===== src/rtl/damage_dispatcher_if.sv =====
// Request/response bundle for damage_dispatcher: per-side request handshake,
// applied-damage outputs and queue occupancy. Signal names match the block's
// external port names. master = request source, slave = dispatcher.
interface damage_dispatcher_if #(
    parameter int NUM_UNITS = 16,
    parameter int IN_W      = 12,
    parameter int DMG_W     = 8,
    parameter int DEPTH     = 4
);
    localparam int SEL_W = $clog2(NUM_UNITS) + 1;
    localparam int CNT_W = $clog2(DEPTH) + 1;

    logic                       unitReqValid;
    logic                       unitReqReady;
    logic [SEL_W-1:0]           unitReqSelect;
    logic [IN_W-1:0]            unitReqDamage;
    logic                       enemyReqValid;
    logic                       enemyReqReady;
    logic [SEL_W-1:0]           enemyReqSelect;
    logic [IN_W-1:0]            enemyReqDamage;
    logic [NUM_UNITS*DMG_W-1:0] unitAppliedDamage;
    logic [DMG_W-1:0]           friendlyTowerAppliedDamage;
    logic                       unitApplyStrobe;
    logic [NUM_UNITS*DMG_W-1:0] enemyAppliedDamage;
    logic [DMG_W-1:0]           enemyTowerAppliedDamage;
    logic                       enemyApplyStrobe;
    logic [CNT_W-1:0]           unitQueueCount;
    logic [CNT_W-1:0]           enemyQueueCount;

    modport master (
        output unitReqValid, unitReqSelect, unitReqDamage,
        output enemyReqValid, enemyReqSelect, enemyReqDamage,
        input  unitReqReady, enemyReqReady,
        input  unitAppliedDamage, friendlyTowerAppliedDamage, unitApplyStrobe,
        input  enemyAppliedDamage, enemyTowerAppliedDamage, enemyApplyStrobe,
        input  unitQueueCount, enemyQueueCount
    );

    modport slave (
        input  unitReqValid, unitReqSelect, unitReqDamage,
        input  enemyReqValid, enemyReqSelect, enemyReqDamage,
        output unitReqReady, enemyReqReady,
        output unitAppliedDamage, friendlyTowerAppliedDamage, unitApplyStrobe,
        output enemyAppliedDamage, enemyTowerAppliedDamage, enemyApplyStrobe,
        output unitQueueCount, enemyQueueCount
    );
endinterface


===== src/rtl/damage_dispatcher.sv =====
// Damage dispatcher: two independent queues (friendly-unit side, enemy side)
// that accept saturated damage requests and release at most one per channel
// per enabled game tick as a one-cycle registered strobe with a one-hot slot.
// Optional feature: define DAMAGE_MERGE_EN to fold a request into the queue
// tail when it targets the same slot as the tail entry.

module damage_dispatcher_channel #(
    parameter int NUM_UNITS = 16,
    parameter int IN_W      = 12,
    parameter int DMG_W     = 8,
    parameter int DEPTH     = 4,
    parameter int SEL_W     = 5,
    parameter int CNT_W     = 3
) (
    input  logic                       Clk,
    input  logic                       Reset_n,
    input  logic                       Enable,
    input  logic                       req_valid,
    output logic                       req_ready,
    input  logic [SEL_W-1:0]           req_select,
    input  logic [IN_W-1:0]            req_damage,
    output logic [NUM_UNITS*DMG_W-1:0] applied,
    output logic [DMG_W-1:0]           tower,
    output logic                       strobe,
    output logic [CNT_W-1:0]           count
);
    localparam int PTR_W = $clog2(DEPTH);
    localparam int ENT_W = SEL_W + DMG_W;

    logic [ENT_W-1:0]           mem_q [DEPTH];
    logic [ENT_W-1:0]           mem_d [DEPTH];
    logic [PTR_W-1:0]           wr_ptr_q, wr_ptr_d;
    logic [PTR_W-1:0]           rd_ptr_q, rd_ptr_d;
    logic [CNT_W-1:0]           count_q, count_d;
    logic [NUM_UNITS*DMG_W-1:0] applied_q, applied_d;
    logic [DMG_W-1:0]           tower_q, tower_d;
    logic                       strobe_q, strobe_d;

    logic                       push, pop, merge, grow;
    logic [DMG_W-1:0]           sat_dmg;
    logic [SEL_W-1:0]           head_sel;
    logic [DMG_W-1:0]           head_dmg;

    // Ready depends only on registered occupancy, never on a same-cycle pop.
    assign req_ready = (count_q < CNT_W'(DEPTH));
    assign push      = req_valid & req_ready;
    assign pop       = Enable & (count_q != '0);
    assign sat_dmg   = (|req_damage[IN_W-1:DMG_W]) ? {DMG_W{1'b1}} : req_damage[DMG_W-1:0];
    assign {head_sel, head_dmg} = mem_q[rd_ptr_q];

`ifdef DAMAGE_MERGE_EN
    logic [SEL_W-1:0]           tail_sel;
    logic [DMG_W-1:0]           tail_dmg;
    logic [DMG_W:0]             merge_sum;
    logic [DMG_W-1:0]           merge_dmg;

    assign {tail_sel, tail_dmg} = mem_q[wr_ptr_q - PTR_W'(1)];
    assign merge_sum = {1'b0, tail_dmg} + {1'b0, sat_dmg};
    assign merge_dmg = merge_sum[DMG_W] ? {DMG_W{1'b1}} : merge_sum[DMG_W-1:0];
    // The tail is only leaving this cycle when it is also the head (count==1).
    assign merge = push && (count_q != '0) && (tail_sel == req_select)
                   && !(pop && (count_q == CNT_W'(1)));
`else
    assign merge = 1'b0;
`endif

    assign grow = push & ~merge;

    // Queue storage, pointers and occupancy for next cycle.
    always_comb begin
        mem_d    = mem_q;
        wr_ptr_d = wr_ptr_q;
        rd_ptr_d = rd_ptr_q;
        count_d  = count_q;
        if (grow) begin
            mem_d[wr_ptr_q] = {req_select, sat_dmg};
            wr_ptr_d        = wr_ptr_q + PTR_W'(1);
        end
`ifdef DAMAGE_MERGE_EN
        if (merge) begin
            mem_d[wr_ptr_q - PTR_W'(1)] = {tail_sel, merge_dmg};
        end
`endif
        if (pop) begin
            rd_ptr_d = rd_ptr_q + PTR_W'(1);
        end
        if (grow && !pop) begin
            count_d = count_q + CNT_W'(1);
        end else if (pop && !grow) begin
            count_d = count_q - CNT_W'(1);
        end
    end

    // Decode the popped head into a one-hot slot/tower pattern for next cycle.
    always_comb begin
        applied_d = '0;
        tower_d   = '0;
        strobe_d  = pop;
        if (pop) begin
            if (head_sel >= SEL_W'(NUM_UNITS)) begin
                tower_d = head_dmg;
            end else begin
                for (int i = 0; i < NUM_UNITS; i++) begin
                    if (head_sel == SEL_W'(i)) begin
                        applied_d[i*DMG_W +: DMG_W] = head_dmg;
                    end
                end
            end
        end
    end

    // State registers; reset drops queued entries and any pending strobe.
    always_ff @(posedge Clk) begin
        if (!Reset_n) begin
            for (int i = 0; i < DEPTH; i++) begin
                mem_q[i] <= '0;
            end
            wr_ptr_q  <= '0;
            rd_ptr_q  <= '0;
            count_q   <= '0;
            applied_q <= '0;
            tower_q   <= '0;
            strobe_q  <= 1'b0;
        end else begin
            mem_q     <= mem_d;
            wr_ptr_q  <= wr_ptr_d;
            rd_ptr_q  <= rd_ptr_d;
            count_q   <= count_d;
            applied_q <= applied_d;
            tower_q   <= tower_d;
            strobe_q  <= strobe_d;
        end
    end

    assign applied = applied_q;
    assign tower   = tower_q;
    assign strobe  = strobe_q;
    assign count   = count_q;
endmodule

module damage_dispatcher #(
    parameter int NUM_UNITS = 16,
    parameter int IN_W      = 12,
    parameter int DMG_W     = 8,
    parameter int DEPTH     = 4
) (
    input  logic                 Clk,
    input  logic                 Reset_n,
    input  logic                 Enable,
    damage_dispatcher_if.slave   bus
);
    localparam int SEL_W = $clog2(NUM_UNITS) + 1;
    localparam int CNT_W = $clog2(DEPTH) + 1;

    damage_dispatcher_channel #(
        .NUM_UNITS(NUM_UNITS), .IN_W(IN_W), .DMG_W(DMG_W),
        .DEPTH(DEPTH), .SEL_W(SEL_W), .CNT_W(CNT_W)
    ) u_unit (
        .Clk        (Clk),
        .Reset_n    (Reset_n),
        .Enable     (Enable),
        .req_valid  (bus.unitReqValid),
        .req_ready  (bus.unitReqReady),
        .req_select (bus.unitReqSelect),
        .req_damage (bus.unitReqDamage),
        .applied    (bus.unitAppliedDamage),
        .tower      (bus.friendlyTowerAppliedDamage),
        .strobe     (bus.unitApplyStrobe),
        .count      (bus.unitQueueCount)
    );

    damage_dispatcher_channel #(
        .NUM_UNITS(NUM_UNITS), .IN_W(IN_W), .DMG_W(DMG_W),
        .DEPTH(DEPTH), .SEL_W(SEL_W), .CNT_W(CNT_W)
    ) u_enemy (
        .Clk        (Clk),
        .Reset_n    (Reset_n),
        .Enable     (Enable),
        .req_valid  (bus.enemyReqValid),
        .req_ready  (bus.enemyReqReady),
        .req_select (bus.enemyReqSelect),
        .req_damage (bus.enemyReqDamage),
        .applied    (bus.enemyAppliedDamage),
        .tower      (bus.enemyTowerAppliedDamage),
        .strobe     (bus.enemyApplyStrobe),
        .count      (bus.enemyQueueCount)
    );
endmodule


===== src/flat_wrapper.sv =====
// flat-port wrapper written by rule: the top's interface ports become plain ports
module damage_dispatcher_flat 
#(
    parameter int NUM_UNITS = 16,
    parameter int IN_W      = 12,
    parameter int DMG_W     = 8,
    parameter int DEPTH     = 4
)
  (Clk, Reset_n, Enable, bus_unitReqValid, bus_unitReqSelect, bus_unitReqDamage, bus_enemyReqValid, bus_enemyReqSelect, bus_enemyReqDamage, bus_unitReqReady, bus_enemyReqReady, bus_unitAppliedDamage, bus_friendlyTowerAppliedDamage, bus_unitApplyStrobe, bus_enemyAppliedDamage, bus_enemyTowerAppliedDamage, bus_enemyApplyStrobe, bus_unitQueueCount, bus_enemyQueueCount);
  damage_dispatcher_if #(.NUM_UNITS(NUM_UNITS), .IN_W(IN_W), .DMG_W(DMG_W), .DEPTH(DEPTH)) bus_i ();
  input  logic Clk;
  input  logic Reset_n;
  input  logic Enable;
  input wire logic [$bits(bus_i.unitReqValid)-1:0] bus_unitReqValid;
  input wire logic [$bits(bus_i.unitReqSelect)-1:0] bus_unitReqSelect;
  input wire logic [$bits(bus_i.unitReqDamage)-1:0] bus_unitReqDamage;
  input wire logic [$bits(bus_i.enemyReqValid)-1:0] bus_enemyReqValid;
  input wire logic [$bits(bus_i.enemyReqSelect)-1:0] bus_enemyReqSelect;
  input wire logic [$bits(bus_i.enemyReqDamage)-1:0] bus_enemyReqDamage;
  output wire logic [$bits(bus_i.unitReqReady)-1:0] bus_unitReqReady;
  output wire logic [$bits(bus_i.enemyReqReady)-1:0] bus_enemyReqReady;
  output wire logic [$bits(bus_i.unitAppliedDamage)-1:0] bus_unitAppliedDamage;
  output wire logic [$bits(bus_i.friendlyTowerAppliedDamage)-1:0] bus_friendlyTowerAppliedDamage;
  output wire logic [$bits(bus_i.unitApplyStrobe)-1:0] bus_unitApplyStrobe;
  output wire logic [$bits(bus_i.enemyAppliedDamage)-1:0] bus_enemyAppliedDamage;
  output wire logic [$bits(bus_i.enemyTowerAppliedDamage)-1:0] bus_enemyTowerAppliedDamage;
  output wire logic [$bits(bus_i.enemyApplyStrobe)-1:0] bus_enemyApplyStrobe;
  output wire logic [$bits(bus_i.unitQueueCount)-1:0] bus_unitQueueCount;
  output wire logic [$bits(bus_i.enemyQueueCount)-1:0] bus_enemyQueueCount;
  assign bus_i.unitReqValid = bus_unitReqValid;
  assign bus_i.unitReqSelect = bus_unitReqSelect;
  assign bus_i.unitReqDamage = bus_unitReqDamage;
  assign bus_i.enemyReqValid = bus_enemyReqValid;
  assign bus_i.enemyReqSelect = bus_enemyReqSelect;
  assign bus_i.enemyReqDamage = bus_enemyReqDamage;
  assign bus_unitReqReady = bus_i.unitReqReady;
  assign bus_enemyReqReady = bus_i.enemyReqReady;
  assign bus_unitAppliedDamage = bus_i.unitAppliedDamage;
  assign bus_friendlyTowerAppliedDamage = bus_i.friendlyTowerAppliedDamage;
  assign bus_unitApplyStrobe = bus_i.unitApplyStrobe;
  assign bus_enemyAppliedDamage = bus_i.enemyAppliedDamage;
  assign bus_enemyTowerAppliedDamage = bus_i.enemyTowerAppliedDamage;
  assign bus_enemyApplyStrobe = bus_i.enemyApplyStrobe;
  assign bus_unitQueueCount = bus_i.unitQueueCount;
  assign bus_enemyQueueCount = bus_i.enemyQueueCount;
  damage_dispatcher #(.NUM_UNITS(NUM_UNITS), .IN_W(IN_W), .DMG_W(DMG_W), .DEPTH(DEPTH)) u_core (.Clk(Clk), .Reset_n(Reset_n), .Enable(Enable), .bus(bus_i));
endmodule

===== config.mk =====
export PLATFORM = sky130hd
export DESIGN_NAME = damage_dispatcher_flat
export DESIGN_NICKNAME = d
export VERILOG_FILES = /design/src/rtl/damage_dispatcher_if.sv /design/src/rtl/damage_dispatcher.sv /design/src/flat_wrapper.sv
export SDC_FILE = /design/constraint.sdc
export NUM_CORES = 1
export LEC_CHECK = 0
export CAP_MARGIN = 20
export CORE_UTILIZATION = 52
export DETAILED_ROUTE_END_ITERATION = 10
export GPL_TIMING_DRIVEN = 1
export PLACE_DENSITY = 0.84
export SETUP_SLACK_MARGIN = 0.05
export SYNTH_ARGS = -nofsm -noshare
export SYNTH_HDL_FRONTEND = slang
export SYNTH_SLANG_ARGS = --single-unit

===== constraint.sdc =====
create_clock -name Clk -period 6 [get_ports Clk]
set_clock_uncertainty 0.05 [all_clocks]
set_input_delay 1.2 -clock Clk [delete_from_list [all_inputs] [get_ports Clk]]
set_output_delay 1.2 -clock Clk [all_outputs]
set_load 0.01 [all_outputs]

==> flow_metrics.env, run 1 <==
export IMPL_outcome="finished clean"
export IMPL_synth_seq_cells=392
export IMPL_post_synth_instance_area_sq_um=12500
export IMPL_clock_power_share=0.390
export IMPL_switchingPower_mw=1.67
export IMPL_vias_per_cell=5.18
export IMPL_grt_util_met3=0.0498
export IMPL_fin_setup_tns_ns=0
export IMPL_globalRoute_busiestLayer="met2"
export IMPL_die_area_sq_um=24700
export IMPL_postSynthCellCount=1142
export IMPL_worstSetupEndpointType="flip-flop"
export IMPL_gp_congestion=0.840
export IMPL_critical_path_class="reg -> reg"
export IMPL_r2r_start="u_core.u_unit.rd_ptr_q[0]"
export IMPL_timing_final_crit_share=0.533
export IMPL_holdBufCountCts=0
export IMPL_number_of_antenna_violations_at_the_first_check_in_global_routing=1
export IMPL_cp_max_fo=32
export IMPL_cells_traversed_along_the_worst_timing_path="mux4_2 -> or4b_2 -> nor2_2"
export IMPL_min_delay_path_depth=2
export IMPL_grt_ovfl_total=0
export IMPL_syn_avg_cell_area_sq_um=11.0
export IMPL_utilization=0.724
export IMPL_crit_path_start_kind="flip-flop"
export IMPL_grt_pass1_vias=9036
export IMPL_post_synth_num_cell_types=34
export IMPL_io_pin_count=321
export IMPL_global_route_usage_total=0.263
export IMPL_post_route_worst_setup_slack_ns=2.80
export IMPL_grt_first_pass_wirelength_mm=49.7
export IMPL_routed_wirelength_mm=32.9
export IMPL_maximum_number_of_pins_on_one_net_before_global_route_repair=61
export IMPL_post_cts_repair_setup_buffers=0
export IMPL_critical_path_max_stage_delay_ns=1.13
export IMPL_htree_num_levels=2
export IMPL_p_sw_frac=0.267
export IMPL_min_delay_src="u_core.u_unit.mem_q[34]"
export IMPL_pwr_share_comb=0.150
export IMPL_die_height_microns=157
export IMPL_ant_nets=0
export IMPL_start_util=0.532
export IMPL_cts_buffer_depth=3
export IMPL_dpl_cell_count=1705
export IMPL_power_frac_seq=0.460
export IMPL_capturing_instance_or_port_of_the_critical_path="u_core.u_unit.applied[19]"
export IMPL_max_cap_violations=0
export IMPL_yosys_warnings=0
export IMPL_timing_final_setup_violations=0
export IMPL_cts_resized=0
export IMPL_cts_buffers=38
export IMPL_timing_critical_path_required_ns=6.40
export IMPL_slew_limit_headroom=0.288
export IMPL_detailedPlace_worstSlack_ns=2.29
export IMPL_final_cells=1775
export IMPL_dp_hpwl_mm=21.6
export IMPL_crit_path_start="u_core.u_unit.rd_ptr_q[0]"
export IMPL_dpl_instance_area_sq_um=15700
export IMPL_finalNetCount=1478
export IMPL_internal_power_mw=4.57
export IMPL_syn_to_final_growth_pct=36.2
export IMPL_clock_root_buffer_master="sky130_fd_sc_hd__clkbuf_16"
export IMPL_drt_first_pass_iters=5
export IMPL_critical_path_depth=3
export IMPL_slew_violations=0
export IMPL_clock_latency_ns=0.51
export IMPL_ir_worst_vdd_uv=334
export IMPL_drc_errors=0
export IMPL_reg2reg_depth=3
export IMPL_floorplan_core_area_sq_um=23500
export IMPL_die_width_microns=157
export IMPL_rows=56
export IMPL_grtUsageMet1=0.311
export IMPL_design_area_sq_um=17000
export IMPL_grtUsageMet2=0.465
export IMPL_min_period_ns=3.20
export IMPL_clkSinkCount=392
export IMPL_crit_arrival_ns=3.59
export IMPL_worst_setup_hold_path_clk_slew_ns=0.06
export IMPL_timing_reg2reg_setup_slack_ns=2.80
export IMPL_p_leak_nw=6.00
export IMPL_cp_num_buf_inv=0
export IMPL_final_hold_viol_count=0
export IMPL_critPathSlowestCell="sky130_fd_sc_hd__or4b_2"
export IMPL_drive_above_1_share=0.118
export IMPL_power_density_nw_per_um2=366
export IMPL_timing_worst_slew_pin_value_ns=1.07
export IMPL_critical_path_top_delay_family="simple AND/OR/NAND/NOR gates"
export IMPL_mappedNetlistNets=1193
export IMPL_worst_hold_path_type="reg -> reg"
export IMPL_grt_setup_unrepaired="false"
export IMPL_via_total_after_detailed_routing=9197
export IMPL_io_buffer_count=320
export IMPL_yosysSeqAreaShare=0.627
export IMPL_timing_fmax_ghz=0.313
export IMPL_rr_endpoint="u_core.u_unit.applied[19]"
export IMPL_first_iter_violations=544
export IMPL_route_detailed_wl_per_inst_microns=18.5
export IMPL_tritoncts="built"
## synth_stat cells (all sizes together)
cell | count | area [sq um]
a21oi | 2 | 10.0
or3b | 16 | 140
nand3 | 16 | 80.1
xnor2 | 2 | 17.5
or4b | 4 | 40.0
or3 | 2 | 12.5
ha | 10 | 125
o31ai | 2 | 15.0
clkbuf | 52 | 195
inv | 11 | 41.3
or4 | 4 | 30.0
dfxtp | 392 | 7850
nand3b | 32 | 240
a211oi | 64 | 480
nand4b | 2 | 17.5
and3b | 8 | 70.1
fa | 2 | 40.0
mux2i | 44 | 440
and3 | 16 | 100
nor2b | 2 | 12.5
buf | 31 | 240
mux4 | 26 | 597
o21ai | 2 | 10.0
o311ai | 4 | 35.0
xor2 | 8 | 70.1
nor2 | 388 | 1610
## cell families after synthesis
group | count (synthesis) | share of synthesized area
flops | 392 | 0.627
simple gates | 490 | 0.188
compound gates | 74 | 0.0440
xor+xnor | 10 | 0.00700
buf+inv | 94 | 0.0381
fa+ha+maj | 12 | 0.0132
mux | 70 | 0.0829
## placed cells by master (no fill, tap or decap), types with 7 or more instances in the layout
master / count
sky130_fd_sc_hd__or3b_2: 12
sky130_fd_sc_hd__a211oi_1: 64
sky130_fd_sc_hd__nand3_1: 16
sky130_fd_sc_hd__clkbuf_16: 39
sky130_fd_sc_hd__mux4_2: 23
sky130_fd_sc_hd__clkdlybuf4s50_1: 320
sky130_fd_sc_hd__ha_1: 10
sky130_fd_sc_hd__buf_4: 7
sky130_fd_sc_hd__nand3b_1: 32
sky130_fd_sc_hd__and3b_1: 8
sky130_fd_sc_hd__dfxtp_1: 392
sky130_fd_sc_hd__clkinv_2: 12
sky130_fd_sc_hd__and3_1: 16
sky130_fd_sc_hd__mux2i_1: 44
sky130_fd_sc_hd__nor2_1: 328
sky130_fd_sc_hd__inv_1: 10
sky130_fd_sc_hd__nor2_2: 60
sky130_fd_sc_hd__xor2_1: 8
## routing by layer
layer  wire length [microns]  share of wire  up-vias
met5                       0              0        -
met4                    1260          0.038        0
met3                    1900          0.058       76
met2                   16600           0.50      344
met1                   13100           0.40     4428
li1                        -              -     4349
## state kept, by name, summed over array words and instances (netlist names)
register,flops
u_core.u_unit.rd_ptr_q,2
u_core.u_unit.strobe,1
u_core.u_enemy.strobe,1
u_core.u_unit.mem_q,52
u_core.u_unit.applied,128
u_core.u_enemy.rd_ptr_q,2
u_core.u_unit.tower,8
u_core.u_enemy.count,3
u_core.u_enemy.mem_q,52
u_core.u_unit.count,3
u_core.u_enemy.applied,128
u_core.u_enemy.tower,8
u_core.u_unit.wr_ptr_q,2
u_core.u_enemy.wr_ptr_q,2
## how the worst min path moves through the flow
stage	end	slack, ns
CTS	u_core.u_unit.mem_q[37]	0.44
floorplan	u_core.u_unit.mem_q[34]	0.40
finish	u_core.u_unit.mem_q[34]	0.43
global route	u_core.u_unit.mem_q[37]	0.45
detailed placement	u_core.u_enemy.mem_q[25]	0.42
global placement	u_core.u_unit.mem_q[9]	0.42
## power groups by stage
| stage | Sequential, mW | Clock, mW | Combinational (mW) |
|---|---|---|---|
| after floorplan | 2.86 | 0 | 0.707 |
| after global placement | 2.92 | 0 | 0.896 |
| after detailed placement | 2.93 | 0 | 0.921 |
| after CTS | 2.87 | 2.46 | 0.931 |
| after global routing | 2.89 | 2.57 | 1.02 |
| final | 2.87 | 2.43 | 0.938 |
## final cells by class
type / count / area [sq um]
multi-input combinational: 656 / 4190
sequential: 392 / 7850
fill: 1635 / 6500
clock buffer: 48 / 1070
antenna: 1 / 2.50
inverter: 11 / 41.3
timing repair buffer: 328 / 3280
tap: 319 / 399
clock inverter: 20 / 214
## per-stage QoR
| stage | power, mW | hold WS (ns) |
|---|---|---|
| after detailed placement | 3.85 | 0.425 |
| after global placement | 3.82 | 0.417 |
| after floorplan | 3.56 | 0.401 |
| after global routing | 6.48 | 0.449 |
| final | 6.24 | 0.434 |
| after CTS | 6.26 | 0.440 |
## worst reg2reg max path, cell delays in order (launching register included)
cell and delay, ns:
sky130_fd_sc_hd__dfxtp_1 0.94, sky130_fd_sc_hd__mux4_2 0.73, sky130_fd_sc_hd__or4b_2 1.13, sky130_fd_sc_hd__nor2_2 0.28
No activity file was read; power rests on OpenSTA's default activity.
==> run 2: changes to the inputs <==
CORE_UTILIZATION = 48   (was 52)
PLACE_DENSITY = 0.79   (was 0.84)
clock period = 3.28 ns   (was 6 ns; I/O delays follow)
==> flow_metrics.env, run 2 (synthesis results as in run 1) <==
export IMPL_floorplan_core_area_sq_um=25400
export IMPL_globalRoute_busiestLayer="met2"
export IMPL_start_util=0.493
export IMPL_syn_to_final_growth_pct=37.3
export IMPL_grt_pass1_vias=8713
export IMPL_rr_endpoint="u_core.u_enemy.applied[76]"
export IMPL_timing_worst_slew_pin_value_ns=1.03
export IMPL_final_cells=1805
export IMPL_timing_final_setup_violations=0
export IMPL_number_of_antenna_violations_at_the_first_check_in_global_routing=1
export IMPL_finalNetCount=1495
export IMPL_crit_arrival_ns=2.91
export IMPL_max_cap_violations=0
export IMPL_grtUsageMet2=0.408
export IMPL_via_total_after_detailed_routing=9175
export IMPL_die_height_microns=163
export IMPL_worst_setup_hold_path_clk_slew_ns=0.06
export IMPL_htree_num_levels=2
export IMPL_grt_first_pass_wirelength_mm=48.9
export IMPL_grt_util_met3=0.0434
export IMPL_timing_critical_path_required_ns=3.62
export IMPL_worst_hold_path_type="reg -> reg"
export IMPL_p_leak_nw=6.08
export IMPL_clock_latency_ns=0.52
export IMPL_utilization=0.677
export IMPL_io_pin_count=321
export IMPL_reg2reg_depth=5
export IMPL_layout_cells_most_common="sky130_fd_sc_hd__dfxtp_1"
export IMPL_route_detailed_wl_per_inst_microns=17.9
export IMPL_r2r_start="u_core.u_enemy.count[0]"
export IMPL_fin_setup_tns_ns=0
export IMPL_drive_above_1_share=0.128
export IMPL_io_buffer_count=320
export IMPL_clkSinkCount=392
export IMPL_global_route_usage_total=0.236
export IMPL_slew_limit_headroom=0.305
export IMPL_cts_buffers=39
export IMPL_drc_errors=0
export IMPL_grtUsageMet1=0.292
export IMPL_die_width_microns=163
export IMPL_ant_nets=0
export IMPL_critical_path_class="reg -> reg"
export IMPL_crit_path_start_kind="flip-flop"
export IMPL_worstSetupEndpointType="flip-flop"
export IMPL_gp_congestion=0.785
export IMPL_die_area_sq_um=26700
export IMPL_grt_setup_unrepaired="false"
export IMPL_holdBufCountCts=0
export IMPL_post_cts_repair_setup_buffers=0
export IMPL_maximum_number_of_pins_on_one_net_before_global_route_repair=60
export IMPL_drt_first_pass_iters=5
export IMPL_vias_per_cell=5.08
export IMPL_first_iter_violations=734
export IMPL_cp_max_fo=32
export IMPL_tritoncts="built"
export IMPL_grt_ovfl_total=0
export IMPL_timing_fmax_ghz=0.389
export IMPL_outcome="finished clean"
export IMPL_clock_root_buffer_master="sky130_fd_sc_hd__clkbuf_16"
export IMPL_cts_buffer_depth=3
export IMPL_min_delay_src="u_core.u_unit.mem_q[47]"
export IMPL_min_delay_path_depth=2
export IMPL_timing_reg2reg_setup_slack_ns=0.71
export IMPL_slew_violations=0
export IMPL_dpl_cell_count=1733
export IMPL_timing_final_crit_share=0.784
export IMPL_routed_wirelength_mm=32.3
export IMPL_final_cell_mix="sky130_fd_sc_hd__dfxtp_1, sky130_fd_sc_hd__nor2_1, sky130_fd_sc_hd__clkdlybuf4s50_1"
export IMPL_ir_worst_vdd_uv=459
export IMPL_cts_resized=0
export IMPL_final_hold_viol_count=0
export IMPL_rows=58
export IMPL_power_density_nw_per_um2=664
export IMPL_min_to="u_core.u_unit.mem_q[47]"
export IMPL_dp_hpwl_mm=21.7
export IMPL_min_period_ns=2.57
[run 2: cell count changes in the layout (fill, tap and decap cells not counted)]
cell	previous run	this run
sky130_fd_sc_hd__clkbuf_8	6	7
sky130_fd_sc_hd__clkinv_2	12	10
sky130_fd_sc_hd__clkinv_8	0	1
sky130_fd_sc_hd__clkinvlp_4	1	2
sky130_fd_sc_hd__clkinv_4	0	2
sky130_fd_sc_hd__inv_6	3	2
sky130_fd_sc_hd__bufinv_16	4	2
sky130_fd_sc_hd__buf_4	7	23
sky130_fd_sc_hd__clkbuf_1	3	5
sky130_fd_sc_hd__clkbuf_16	39	40
[run 2: layout make-up]
class / count / area (sq um)
well taps: 330 / 413
flip-flops and latches: 392 / 7850
diodes: 1 / 2.50
clock buffers: 52 / 1120
repair buffers: 344 / 3400
multi-input cells: 656 / 4190
fillers: 1897 / 8220
inverters: 11 / 41.3
clock inverters: 19 / 176
[run 2: metal layers]
metal	routed length, microns	vias up
met5	0	-
met4	975	0
met3	1920	60
met2	16000	339
met1	13400	4386
li1	-	4390
[run 2: worst max path at each step]
| stage | startpoint | to | slack (ns) | cells past startpoint |
|---|---|---|---|---|
| after floorplan | bus_enemyReqValid | u_core.u_enemy.count[2] | 1.05 | 7 |
| after global placement | Enable | u_core.u_enemy.applied[87] | 0.43 | 5 |
| after detailed placement | Enable | u_core.u_enemy.applied[67] | 0.35 | 5 |
| after CTS | u_core.u_enemy.rd_ptr_q[1] | u_core.u_enemy.applied[67] | 0.72 | 4 |
| after global routing | u_core.u_unit.rd_ptr_q[0] | u_core.u_unit.applied[108] | 0.60 | 5 |
| final | u_core.u_enemy.count[0] | u_core.u_enemy.applied[76] | 0.71 | 5 |
[run 2: critical path, cell delays in order, from the launching register on]
cell	delay [ns]
sky130_fd_sc_hd__dfxtp_1	0.38
sky130_fd_sc_hd__o311ai_0	0.92
sky130_fd_sc_hd__inv_1	0.40
sky130_fd_sc_hd__nand4b_1	0.20
sky130_fd_sc_hd__buf_4	0.40
sky130_fd_sc_hd__nor2_1	0.10
[run 2: power by group]
group / internal (mW) / switching [mW] / total, mW
registers: 4.99 / 0.177 / 5.17
logic: 0.768 / 1.07 / 1.84
clock network: 2.57 / 1.82 / 4.39
total: 8.33 / 3.07 / 11.4
[run 2: stage by stage]
stage	total power [mW]	instance area, sq um	hold slack (ns)	setup slack [ns]
after global placement	7.04	15900	0.415	0.431
after detailed placement	7.11	15900	0.427	0.351
final	11.4	17200	0.435	0.708
after floorplan	6.52	12500	0.401	1.05
after global routing	11.9	17200	0.460	0.603
after CTS	11.5	17200	0.443	0.721
==> run 3: changes to the inputs <==
clock period = 2.6 ns   (was 3.28 ns; I/O delays follow)
==> flow_metrics.env, run 3 (synthesis results as in run 1) <==
export IMPL_final_fill_count=1840
export IMPL_drc_errors=0
export IMPL_p_leak_nw=6.23
export IMPL_crit_arrival_ns=2.77
export IMPL_cp_max_fo=32
export IMPL_critical_path_class="reg -> reg"
export IMPL_max_cap_violations=0
export IMPL_rows=58
export IMPL_antenna_cells_inserted=0
export IMPL_ant_nets=0
export IMPL_grt_first_pass_wirelength_mm=48.8
export IMPL_die_area_sq_um=26700
export IMPL_drive_above_1_share=0.138
export IMPL_clock_latency_ns=0.51
export IMPL_fin_total_pwr_mw=14.6
export IMPL_htree_num_levels=2
export IMPL_design_area_sq_um=17400
export IMPL_final_cells=1823
export IMPL_critical_path_max_stage_delay_ns=0.58
export IMPL_cts_buffer_depth=3
export IMPL_timing_fmax_ghz=0.421
export IMPL_worst_hold_path_type="reg -> reg"
export IMPL_maximum_number_of_pins_on_one_net_before_global_route_repair=60
export IMPL_vias_per_cell=5.07
export IMPL_die_height_microns=163
export IMPL_min_period_ns=2.38
export IMPL_worst_setup_hold_path_clk_slew_ns=0.06
export IMPL_start_util=0.493
export IMPL_area_used_by_multi_input_combinational_logic_sq_um=4190
export IMPL_critical_path_top_delay_family="simple AND/OR/NAND/NOR gates"
export IMPL_dpl_instance_area_sq_um=16100
export IMPL_outcome="finished clean"
export IMPL_final_cell_mix="sky130_fd_sc_hd__dfxtp_1, sky130_fd_sc_hd__nor2_1, sky130_fd_sc_hd__clkdlybuf4s50_1"
export IMPL_grt_setup_unrepaired="false"
export IMPL_dp_hpwl_mm=21.5
export IMPL_post_route_worst_setup_slack_ns=0.224
export IMPL_critPathSlowestCell="sky130_fd_sc_hd__dfxtp_1"
export IMPL_cells_traversed_along_the_worst_timing_path="buf_4 -> mux4_1 -> buf_4 -> or3b_2 -> nor2_1"
export IMPL_finalNetCount=1514
export IMPL_drt_first_pass_iters=5
export IMPL_timing_final_setup_violations=0
export IMPL_gp_congestion=0.818
export IMPL_timing_critical_path_required_ns=3.00
export IMPL_floorplan_core_area_sq_um=25400
export IMPL_io_buffer_count=320
export IMPL_holdBufCountCts=0
export IMPL_slew_limit_headroom=0.478
export IMPL_grt_ovfl_total=0
export IMPL_regArea_sq_um=7850
export IMPL_power_density_nw_per_um2=836
export IMPL_timing_worst_slew_pin_value_ns=0.774
export IMPL_detailedPlace_worstSlack_ns=-0.0423
export IMPL_utilization=0.686
export IMPL_number_of_antenna_violations_at_the_first_check_in_global_routing=0
export IMPL_cp_num_buf_inv=2
export IMPL_tritoncts="built"
export IMPL_clkSinkCount=392
export IMPL_crit_path_start_kind="flip-flop"
export IMPL_clock_root_buffer_master="sky130_fd_sc_hd__clkbuf_16"
export IMPL_grt_util_met3=0.0432
export IMPL_ir_worst_vdd_uv=547
export IMPL_first_iter_violations=655
export IMPL_slew_violations=0
export IMPL_grt_pass1_vias=8692
export IMPL_post_cts_repair_setup_buffers=0
export IMPL_io_pin_count=321
export IMPL_via_total_after_detailed_routing=9239
export IMPL_syn_to_final_growth_pct=39.2
export IMPL_grtUsageMet1=0.294
export IMPL_worstSetupEndpointType="flip-flop"
export IMPL_global_route_usage_total=0.235
export IMPL_final_hold_viol_count=0
export IMPL_cts_resized=0
export IMPL_cts_buffers=38
export IMPL_dpl_cell_count=1753
export IMPL_worst_hold_slack_ns=0.435
export IMPL_globalRoute_busiestLayer="met2"
export IMPL_die_width_microns=163
export IMPL_layout_cells_most_common="sky130_fd_sc_hd__dfxtp_1"
export IMPL_routed_wirelength_mm=31.7
export IMPL_timing_final_crit_share=0.914
export IMPL_grtUsageMet2=0.402
export IMPL_cell_repeated_most_along_the_worst_path="sky130_fd_sc_hd__buf_4"
export IMPL_route_detailed_wl_per_inst_microns=17.4
export IMPL_fin_setup_tns_ns=0
==> run 3: power breakdown <==
group          total (mW)  switching, mW  leakage (nW)  internal, mW
registers            6.52          0.223          3.17          6.30
clock network        5.61           2.24         0.653          3.37
logic                2.43           1.36          2.41          1.07
==> run 3: worst register-to-register path, delay by kind of cell (launching register included) <==
kind,cells,cell delay (ns)
muxes,1,0.55
buffers and inverters,2,0.45
and+or+nand+nor,2,0.69
DFF,1,0.58
==> run 3: final timing paths <==
check	startpoint	end	slack [ns]	cells after the start
hold / removal	u_core.u_unit.mem_q[8]	u_core.u_unit.mem_q[8]	0.44	2
setup / recovery	u_core.u_unit.rd_ptr_q[0]	u_core.u_unit.applied[5]	0.22	5
setup reg to reg	u_core.u_unit.rd_ptr_q[0]	u_core.u_unit.applied[5]	0.22	5
hold reg to reg	u_core.u_unit.mem_q[8]	u_core.u_unit.mem_q[8]	0.44	2
==> run 3: routing by layer <==
metal,part of all wire,vias up
met3,0.063,62
met2,0.50,361
met4,0.031,0
li1,-,4420
met1,0.41,4396
met5,0,-
==> run 3: cell type report <==
class / instances / area share
multi-input cells: 656 / 0.241
clock inverters: 13 / 0.00740
flip-flops and latches: 392 / 0.451
clock buffers: 57 / 0.0681
inverters: 11 / 0.00237
well taps: 330 / 0.0237
repair buffers: 364 / 0.207
